File: config.mk
export PLATFORM = sky130hd
export DESIGN_NAME = fft_bitrev_unload_flat
export DESIGN_NICKNAME = d
export VERILOG_FILES = /design/src/rtl/fft_pkg.sv /design/src/rtl/fft_bitrev_unload_if.sv /design/src/rtl/fft_unload_fifo.sv /design/src/rtl/fft_bitrev_unload.sv /design/src/flat_wrapper.sv
export SDC_FILE = /design/constraint.sdc
export NUM_CORES = 1
export LEC_CHECK = 0
export CAP_MARGIN = 20
export CORE_AREA = 4 4 100 102
export DETAILED_ROUTE_END_ITERATION = 10
export DIE_AREA = 0 0 104 106
export GPL_ROUTABILITY_DRIVEN = 0
export PLACE_DENSITY_LB_ADDON = 0.25
export SLEW_MARGIN = 20
export SYNTH_ARGS = -nofsm -noshare
export SYNTH_HDL_FRONTEND = slang
export SYNTH_SLANG_ARGS = --single-unit
File: constraint.sdc
create_clock -name clk -period 3.5 [get_ports clk]
set_input_delay 0.7 -clock clk [delete_from_list [all_inputs] [get_ports clk]]
set_output_delay 0.7 -clock clk [all_outputs]
set_load 0.005 [all_outputs]
File: src/rtl/fft_pkg.sv
// Shared types and constants for the FFT output unload path.
// Holds the frame geometry, sequencer states and the address bit-reverse helper.
package fft_pkg;

    localparam int FFT_LOG2N       = 11;
    localparam int FFT_N           = 2 ** FFT_LOG2N;
    localparam int FFT_MUX_LATENCY = 3;

    typedef logic [FFT_LOG2N-1:0] fft_sel_t;

    typedef enum logic [1:0] {
        IDLE,
        ISSUE,
        DRAIN
    } unload_state_t;

    function automatic fft_sel_t bitrev(input fft_sel_t a);
        fft_sel_t r;
        for (int i = 0; i < FFT_LOG2N; i++) begin
            r[i] = a[FFT_LOG2N-1-i];
        end
        return r;
    endfunction

endpackage

File: src/rtl/fft_bitrev_unload_if.sv
// Valid/ready output stream of the FFT unload sequencer.
// master drives valid/data/last, slave drives ready.
interface fft_bitrev_unload_if #(
    parameter int DATA_WIDTH = 8
);

    logic                  m_valid;
    logic                  m_ready;
    logic [DATA_WIDTH-1:0] m_data;
    logic                  m_last;

    modport master (
        output m_valid,
        output m_data,
        output m_last,
        input  m_ready
    );

    modport slave (
        input  m_valid,
        input  m_data,
        input  m_last,
        output m_ready
    );

endinterface

File: src/rtl/fft_unload_fifo.sv
// First-word fall-through synchronous FIFO with occupancy count.
// Buffers {last, data} words returned by the mux pipeline.
module fft_unload_fifo #(
    parameter int WIDTH = 9,
    parameter int DEPTH = 8
) (
    input  logic                       clk,
    input  logic                       rst_n,
    input  logic                       push,
    input  logic [WIDTH-1:0]           push_data,
    input  logic                       pop,
    output logic [WIDTH-1:0]           pop_data,
    output logic                       empty,
    output logic [$clog2(DEPTH+1)-1:0] count
);

    localparam int AW = $clog2(DEPTH);
    localparam int CW = $clog2(DEPTH + 1);

    logic [WIDTH-1:0] mem [DEPTH];
    logic [AW-1:0]    wr_ptr;
    logic [AW-1:0]    rd_ptr;
    logic             do_pop;

    function automatic logic [AW-1:0] inc(input logic [AW-1:0] p);
        return (p == AW'(DEPTH - 1)) ? '0 : p + AW'(1);
    endfunction

    assign empty    = (count == '0);
    assign do_pop   = pop && !empty;
    assign pop_data = mem[rd_ptr];

    always_ff @(posedge clk) begin
        if (push) mem[wr_ptr] <= push_data;
    end

    always_ff @(posedge clk or negedge rst_n) begin
        if (!rst_n) begin
            wr_ptr <= '0;
            rd_ptr <= '0;
            count  <= '0;
        end else begin
            if (push)   wr_ptr <= inc(wr_ptr);
            if (do_pop) rd_ptr <= inc(rd_ptr);
            count <= count + CW'(push) - CW'(do_pop);
        end
    end

    always_ff @(posedge clk) begin
        if (rst_n) assert (count <= CW'(DEPTH));
    end

endmodule

File: src/rtl/fft_bitrev_unload.sv
// Unload sequencer: drives the 2048x1 mux select and streams the frame out.
// Define FFT_UNLOAD_BITREV_EN for bit-reversed addressing (default natural).
module fft_bitrev_unload
    import fft_pkg::*;
#(
    parameter int DATA_WIDTH  = 8,
    parameter int LOG2N       = FFT_LOG2N,
    parameter int MUX_LATENCY = FFT_MUX_LATENCY,
    parameter int FIFO_DEPTH  = 8
) (
    input  logic                  clk,
    input  logic                  rst_n,
    input  logic                  start,
    output logic                  busy,
    output logic                  done,
    output logic [LOG2N-1:0]      sel_o,
    input  logic [DATA_WIDTH-1:0] mux_data_i,
    fft_bitrev_unload_if.master   m
);

    localparam int CW = $clog2(FIFO_DEPTH + 1);
    localparam logic [LOG2N-1:0] LAST_IDX = '1;

    if (FIFO_DEPTH < MUX_LATENCY + 2) begin : g_depth_chk
        $error("FIFO_DEPTH must be at least MUX_LATENCY+2");
    end

    unload_state_t          state;
    logic [LOG2N-1:0]       cnt;
    logic [MUX_LATENCY-1:0] tag_v;
    logic [MUX_LATENCY-1:0] tag_l;
    logic [CW-1:0]          inflight;
    logic [CW-1:0]          fifo_count;
    logic [CW:0]            occ_next;
    logic                   fifo_empty;
    logic [DATA_WIDTH:0]    fifo_out;
    logic                   issue;
    logic                   pop;

`ifdef FFT_UNLOAD_BITREV_EN
    if (LOG2N != FFT_LOG2N) begin : g_rev_chk
        $error("bit-reverse addressing needs LOG2N == FFT_LOG2N");
    end
    assign sel_o = bitrev(cnt);
`else
    assign sel_o = cnt;
`endif

    always_comb begin
        inflight = '0;
        for (int i = 0; i < MUX_LATENCY; i++) begin
            inflight = inflight + CW'(tag_v[i]);
        end
    end

    // Registered occupancy only: a pop this cycle does not free a credit yet.
    assign occ_next = {1'b0, inflight} + {1'b0, fifo_count} + (CW+1)'(1);
    assign issue    = (state == ISSUE) && (occ_next <= (CW+1)'(FIFO_DEPTH));

    assign m.m_valid = !fifo_empty;
    assign pop       = m.m_valid && m.m_ready;
    assign m.m_data  = m.m_valid ? fifo_out[DATA_WIDTH-1:0] : '0;
    assign m.m_last  = m.m_valid && fifo_out[DATA_WIDTH];

    always_ff @(posedge clk or negedge rst_n) begin
        if (!rst_n) begin
            state <= IDLE;
            cnt   <= '0;
            busy  <= 1'b0;
            done  <= 1'b0;
        end else begin
            done <= 1'b0;
            unique case (state)
                IDLE: begin
                    if (start) begin
                        state <= ISSUE;
                        cnt   <= '0;
                        busy  <= 1'b1;
                    end
                end
                ISSUE: begin
                    if (issue) begin
                        if (cnt == LAST_IDX) state <= DRAIN;
                        else                 cnt   <= cnt + LOG2N'(1);
                    end
                end
                DRAIN: begin
                    if (pop && m.m_last && inflight == '0) begin
                        state <= IDLE;
                        busy  <= 1'b0;
                        done  <= 1'b1;
                    end
                end
                default: state <= IDLE;
            endcase
        end
    end

    always_ff @(posedge clk or negedge rst_n) begin
        if (!rst_n) begin
            tag_v <= '0;
            tag_l <= '0;
        end else begin
            tag_v <= (tag_v << 1) | MUX_LATENCY'(issue);
            tag_l <= (tag_l << 1) | MUX_LATENCY'(issue && cnt == LAST_IDX);
        end
    end

    fft_unload_fifo #(
        .WIDTH (DATA_WIDTH + 1),
        .DEPTH (FIFO_DEPTH)
    ) u_fifo (
        .clk       (clk),
        .rst_n     (rst_n),
        .push      (tag_v[MUX_LATENCY-1]),
        .push_data ({tag_l[MUX_LATENCY-1], mux_data_i}),
        .pop       (pop),
        .pop_data  (fifo_out),
        .empty     (fifo_empty),
        .count     (fifo_count)
    );

endmodule

File: src/flat_wrapper.sv
// flat-port wrapper written by rule: the top's interface ports become plain ports
module fft_bitrev_unload_flat import fft_pkg::*;
#(
    parameter int DATA_WIDTH  = 8,
    parameter int LOG2N       = FFT_LOG2N,
    parameter int MUX_LATENCY = FFT_MUX_LATENCY,
    parameter int FIFO_DEPTH  = 8
)
  (clk, rst_n, start, busy, done, sel_o, mux_data_i, m_m_valid, m_m_data, m_m_last, m_m_ready);
  fft_bitrev_unload_if #(.DATA_WIDTH(DATA_WIDTH)) m_i ();
  input  logic clk;
  input  logic rst_n;
  input  logic start;
  output logic busy;
  output logic done;
  output logic [LOG2N-1:0] sel_o;
  input  logic [DATA_WIDTH-1:0] mux_data_i;
  output wire logic [$bits(m_i.m_valid)-1:0] m_m_valid;
  output wire logic [$bits(m_i.m_data)-1:0] m_m_data;
  output wire logic [$bits(m_i.m_last)-1:0] m_m_last;
  input wire logic [$bits(m_i.m_ready)-1:0] m_m_ready;
  assign m_m_valid = m_i.m_valid;
  assign m_m_data = m_i.m_data;
  assign m_m_last = m_i.m_last;
  assign m_i.m_ready = m_m_ready;
  fft_bitrev_unload #(.DATA_WIDTH(DATA_WIDTH), .LOG2N(LOG2N), .MUX_LATENCY(MUX_LATENCY), .FIFO_DEPTH(FIFO_DEPTH)) u_core (.clk(clk), .rst_n(rst_n), .start(start), .busy(busy), .done(done), .sel_o(sel_o), .mux_data_i(mux_data_i), .m(m_i));
endmodule
# Word level (Yosys, flattened, before mapping)
# Memory sizes are Yosys's and may differ from the RTL's.
# Index checks and enable logic that the tools add are counted.
# Widths: inputs -> output; s select.
[totals]
reg_bits = 31
mem_bits_rw = 72
elab_cells = 67
memories = 1
[op_classes]
add_sub_neg = 9
n_lt_le_gt_ge = 1
eq_ne = 10
mux = 19
bitwise_logic = 2
n_reduce_logical = 16
[mem_list]
columns = ["memory", "depth", "word_bits", "read_ports", "rd_clocked_by_memory_dff", "write_ports", "line", "source"]
rows = [
  ["u_core.u_fifo.mem", 8, 9, 1, 0, 1, "fft_unload_fifo.sv:20", "logic [WIDTH-1:0] mem [DEPTH];"],
]
[op_table]
columns = ["operator", "n"]
rows = [
  ["$mux 11", 3],
  ["$pmux 11 s2", 1],
  ["$add 11x1->11 const B", 1],
  ["$eq 11x11->1 const B", 1],
  ["$add 4x1->4", 2],
  ["$logic_not 4->1", 2],
  ["$mux 2", 4],
  ["$mux 8", 1],
  ["$reduce_and 4->1", 2],
  ["$logic_and 1x1->1", 7],
  ["$add 3x1->3 const B", 2],
  ["$eq 3x3->1 const B", 2],
  ["$mux 1", 6],
  ["$mux 3", 2],
  ["$ne 2x2->1 const B", 3],
  ["$or 3x1->3", 2],
  ["$pmux 2 s3", 1],
  ["$add 4x4->5", 1],
  ["$add 5x1->5 const B", 1],
  ["$le 5x4->1 const B", 1],
  ["$ne 2x1->1 const B", 2],
  ["$reduce_bool 2->1", 2],
  ["$sub 4x1->4", 1],
  ["$reduce_and 3->1", 1],
  ["6 further kinds", 6],
]

# Depth between registers and ports, before layout
[depth]
ltp_word = 8
mapped_depth = 13

# By module
# A second synthesis with hierarchy kept.
[unflattened]
cells_unflattened = 295
area_unflattened_um2 = 4615.7
[by_module_without_submodules]
columns = ["module", "n_inst", "cells_per_inst", "area_per_inst_um2", "seq_area_each_um2"]
rows = [
  ["fft_unload_fifo", 1, 161, 3364.5, 2412.3],
  ["fft_bitrev_unload", 1, 134, 1251.2, 525.5],
]

# Worst setup path after synthesis
# No wires, ideal clock.
[synth_path]
path_kind = "reg2reg"
start = "register u_core.tag_v[2]"
end = "register u_core.cnt[3], in the netlist u_core.sel_o[3]"
setup_time_ns = 0.078
arrival_ns = 2.804
slack_ns = 0.618
path_stages_with_launch = 10
n_path_buf = 1
path_cell_list = "dfrtp_1 > inv_1 > fa_1 > ha_1 > nor2b_1 > or4b_4 > and4_4 > buf_6 > or4_1 > a21oi_1"
[synth_via]
elab_chain_len = 7
[synth_lines]
columns = ["item", "line", "source"]
rows = [
  ["from (decl)", "fft_bitrev_unload.sv:30", "logic [MUX_LATENCY-1:0] tag_v;"],
  ["from (signal assigned)", "fft_bitrev_unload.sv:104", "tag_v <= (tag_v << 1) | MUX_LATENCY'(issue);"],
  ["$add 4x1->4", "fft_bitrev_unload.sv:52", "inflight = inflight + CW'(tag_v[i]);"],
  ["$add 4x4->5", "fft_bitrev_unload.sv:57", "assign occ_next = {1'b0, inflight} + {1'b0, fifo_count} + (CW+1)'(1);"],
  ["$add 5x1->5", "fft_bitrev_unload.sv:57", ""],
  ["$le 5x4->1", "fft_bitrev_unload.sv:58", "assign issue = (state == ISSUE) && (occ_next <= (CW+1)'(FIFO_DEPTH));"],
  ["$logic_and 1x1->1", "fft_bitrev_unload.sv:58", ""],
  ["$ne 2x1->1 (no line)", "--", ""],
  ["$reduce_and 4->1 (no line)", "--", ""],
  ["to (signal assigned)", "fft_bitrev_unload.sv:84", "else cnt <= cnt + LOG2N'(1);"],
  ["to (decl)", "fft_bitrev_unload.sv:29", "logic [LOG2N-1:0] cnt;"],
]
# No other way between the ends.
# A chain may end at the register's enable or synchronous reset.

# Final worst setup path
# Same ends and word-level chain as after synthesis.

==> reports/metrics.csv <==
metric,value,unit
fin cells,459,
Leakage,1.946,nW
hold-critical path depth,0,
"antenna viol nets, final",0,
TritonCTS clock tree,done,
Avg WL per Cell,18.56,um
worst path required time,3800,ps
average size of a mapped cell,14.99,um2
CTS buffer count,9,
RR Startpoint,u_core.tag_v[2]$_DFF_PN0_,
DR WL met2,4.103,mm
Slew HR,30.58,%
cell area power density,818.0,nW/um2
final core utilization,57.20,%
Post-Place Worst Slack,493.6,ps
top_reg_cell synth,edfxtp_1,
Post-Route M1 WL,3.983,mm
# DRC,0,
post-synthesis cell count,301,
met3 WL,312,um
HP Class,flop to flop,
Root Buffer,clkbuf_8,
total negative slack,0,ps
worst setup margin,475.4,ps
Worst-path clk slew,110,ps
largest net degree at the start of global routing,32,
CORE AREA,9109,um2
CP startpoint,u_core.tag_v[2]$_DFF_PN0_,
antenna violations before repair,0,
detailed-route via count,2621,
hold_buf cts,0,
I/O pin total,35,
status,"complete, no violations",
Worst setup EP type,flop,
Total Routing Usage GR,16.44,%
WS Path Type,flop to flop,
"most common cell after layout, fill and taps aside",edfxtp_1,
DIE WIDTH,104,um
Port Buffers,34,
Cells after DPL,443,
max cap viols,0,
most frequent cells in the layout,"edfxtp_1 (72), clkdlybuf4s50_1 (34), dfrtp_1 (31)",
Mapped Area,4512,um2
DRT Pass-1 Iters,4,
crit path max fanout,10,
Finish-stage setup viols,0,
# diodes,0,
post-CTS resize count,0,
CTS max path bufs,2,
row count,35,
sequential element share of the synthesized area,65.11,%
Initial Utilization,49.53,%
Post-Syn Nets,331,
FMAX,330.6,MHz
Hold Crit Endpoint,u_core.tag_l[1]$_DFF_PN0_,
share of cells above drive strength 1,14.08,%
H-tree depth,3,
global-route wire length before repair,14.00,mm
vias in the first global route,2645,
crit path DAT,3330,ps
internal power,2.789,mW
Sink Count,103,
"EDFF count, synth",72,
RSZ-0062 raised after global routing,false,
hpwl dp,5.616,mm
switching pwr,1.472,mW
fin crit period,3025,ps
Area Overhead vs Synth,15.47,%
Synthesis Warnings,0,
Max Used Layer,met4,
Sw Ratio,34.55,%
"Slew Viols, Final",0,
R2R Setup Slk,480,ps
Seq pwr share,41.3,%
drt via density,5.710,
Vert. Die Dim,106,um
1st-iter DRT viols,167,
worst-skew pair later-pin latency,380,ps
share of power burned in the clock network,18.6,%
Die Area,11020,um2
Least-Margin Pin Slew,1037,ps
ys async rst share,30.10,%
hold_sp,u_core.tag_l[0]$_DFF_PN0_,
Post-CTS Setup Inserts,0,
Worst R2R End,u_core.sel_o[3]$_DFFE_PN0P_,
Worst Skew,13.93,ps
period utilisation layout,86.42,%
total grt overflow,0,
worst hold slack,359.4,ps
Gate power share,40.1,%
"FF+latch count, synth",103,
endpoints failing hold,0,
CP startpoint kind,flop,
Post-Route WL,8.519,mm
Peak VDD IR,332.5,uV
final net count,373,
reg2reg path depth,8,
Synth cell types,45,
## synth_stat cells (4+ instances only)
| master | n | share of area, % |
|---|---|---|
| nand4_1 | 10 | 1.4 |
| mux4_2 | 18 | 9.0 |
| mux2i_1 | 9 | 2.0 |
| dfrtp_1 | 31 | 17 |
| nor3_1 | 4 | 0.44 |
| inv_1 | 20 | 1.7 |
| a21oi_1 | 9 | 1.0 |
| nand2_1 | 15 | 1.2 |
| mux2_2 | 4 | 1.0 |
| o21ai_0 | 5 | 0.55 |
| nand3_1 | 8 | 0.89 |
| ha_1 | 16 | 4.4 |
| edfxtp_1 | 72 | 48 |
| or4_1 | 5 | 0.83 |
| nor2_1 | 30 | 2.5 |
## how the worst max path moves through the flow
stage / to
after detailed placement: u_core.sel_o[3]$_DFFE_PN0P_
after global placement: u_core.sel_o[3]$_DFFE_PN0P_
final: u_core.sel_o[3]$_DFFE_PN0P_
after CTS: m_m_last
after global routing: u_core.sel_o[3]$_DFFE_PN0P_
after floorplan: u_core.sel_o[3]$_DFFE_PN0P_
## metal layers
metal | vias up | global-route usage (%)
met5 | - | 0
met4 | 0 | 6.268
met3 | 9 | 3.036
met2 | 61 | 26.28
met1 | 1316 | 22.61
li1 | 1235 | -
## metrics by stage
stage,area (um2),total power [mW]
final,5210,4.262
after global routing,5210,4.575
after CTS,5210,4.307
after detailed placement,4999,3.522
after global placement,4999,3.447
after floorplan,4512,2.891
## critical path: stages (launching register included)
cell and delay, ps:
dfrtp_1 490, inv_1 130, fa_1 510, ha_1 220
nor2b_1 150, or4b_4 530, and4_4 240, or4_1 510
a21oi_1 170
## state kept, by name (all words and copies together) (netlist names)
name / cells
u_core.busy: 1
u_core.done: 1
u_core.sel_o: 11
u_core.state: 2
u_core.tag_l: 3
u_core.tag_v: 3
u_core.u_fifo.count: 4
u_core.u_fifo.mem: 72
u_core.u_fifo.rd_ptr: 3
u_core.u_fifo.wr_ptr: 3
## layout make-up
type | instances | area [um2]
multi-input combinational | 170 | 1456
clock buffer | 9 | 123.9
sequential | 103 | 2938
fill | 725 | 3899
tap | 111 | 138.9
clock inverter | 7 | 87.58
inverter | 20 | 75.07
timing repair buffer | 39 | 390.4
## power groups by stage
stage | registers (mW) | logic, mW | clock network (mW)
after detailed placement | 1.79 | 1.73 | 0
after floorplan | 1.71 | 1.18 | 0
after global routing | 1.80 | 1.92 | 0.861
final | 1.76 | 1.71 | 0.791
after global placement | 1.78 | 1.67 | 0
after CTS | 1.76 | 1.74 | 0.804
## cell families after synthesis
family / count (synthesis) / synth area share, %
AND/OR/NAND/NOR: 92 / 10.73
multiplexers: 31 / 11.98
flip-flops: 103 / 65.11
XOR/XNOR: 2 / 0.3883
adder cells (fa/ha/maj): 18 / 5.324
buffers and inverters: 28 / 2.607
AO/OA/AOI/OAI: 27 / 3.855
No activity file was read; power rests on OpenSTA's default activity.
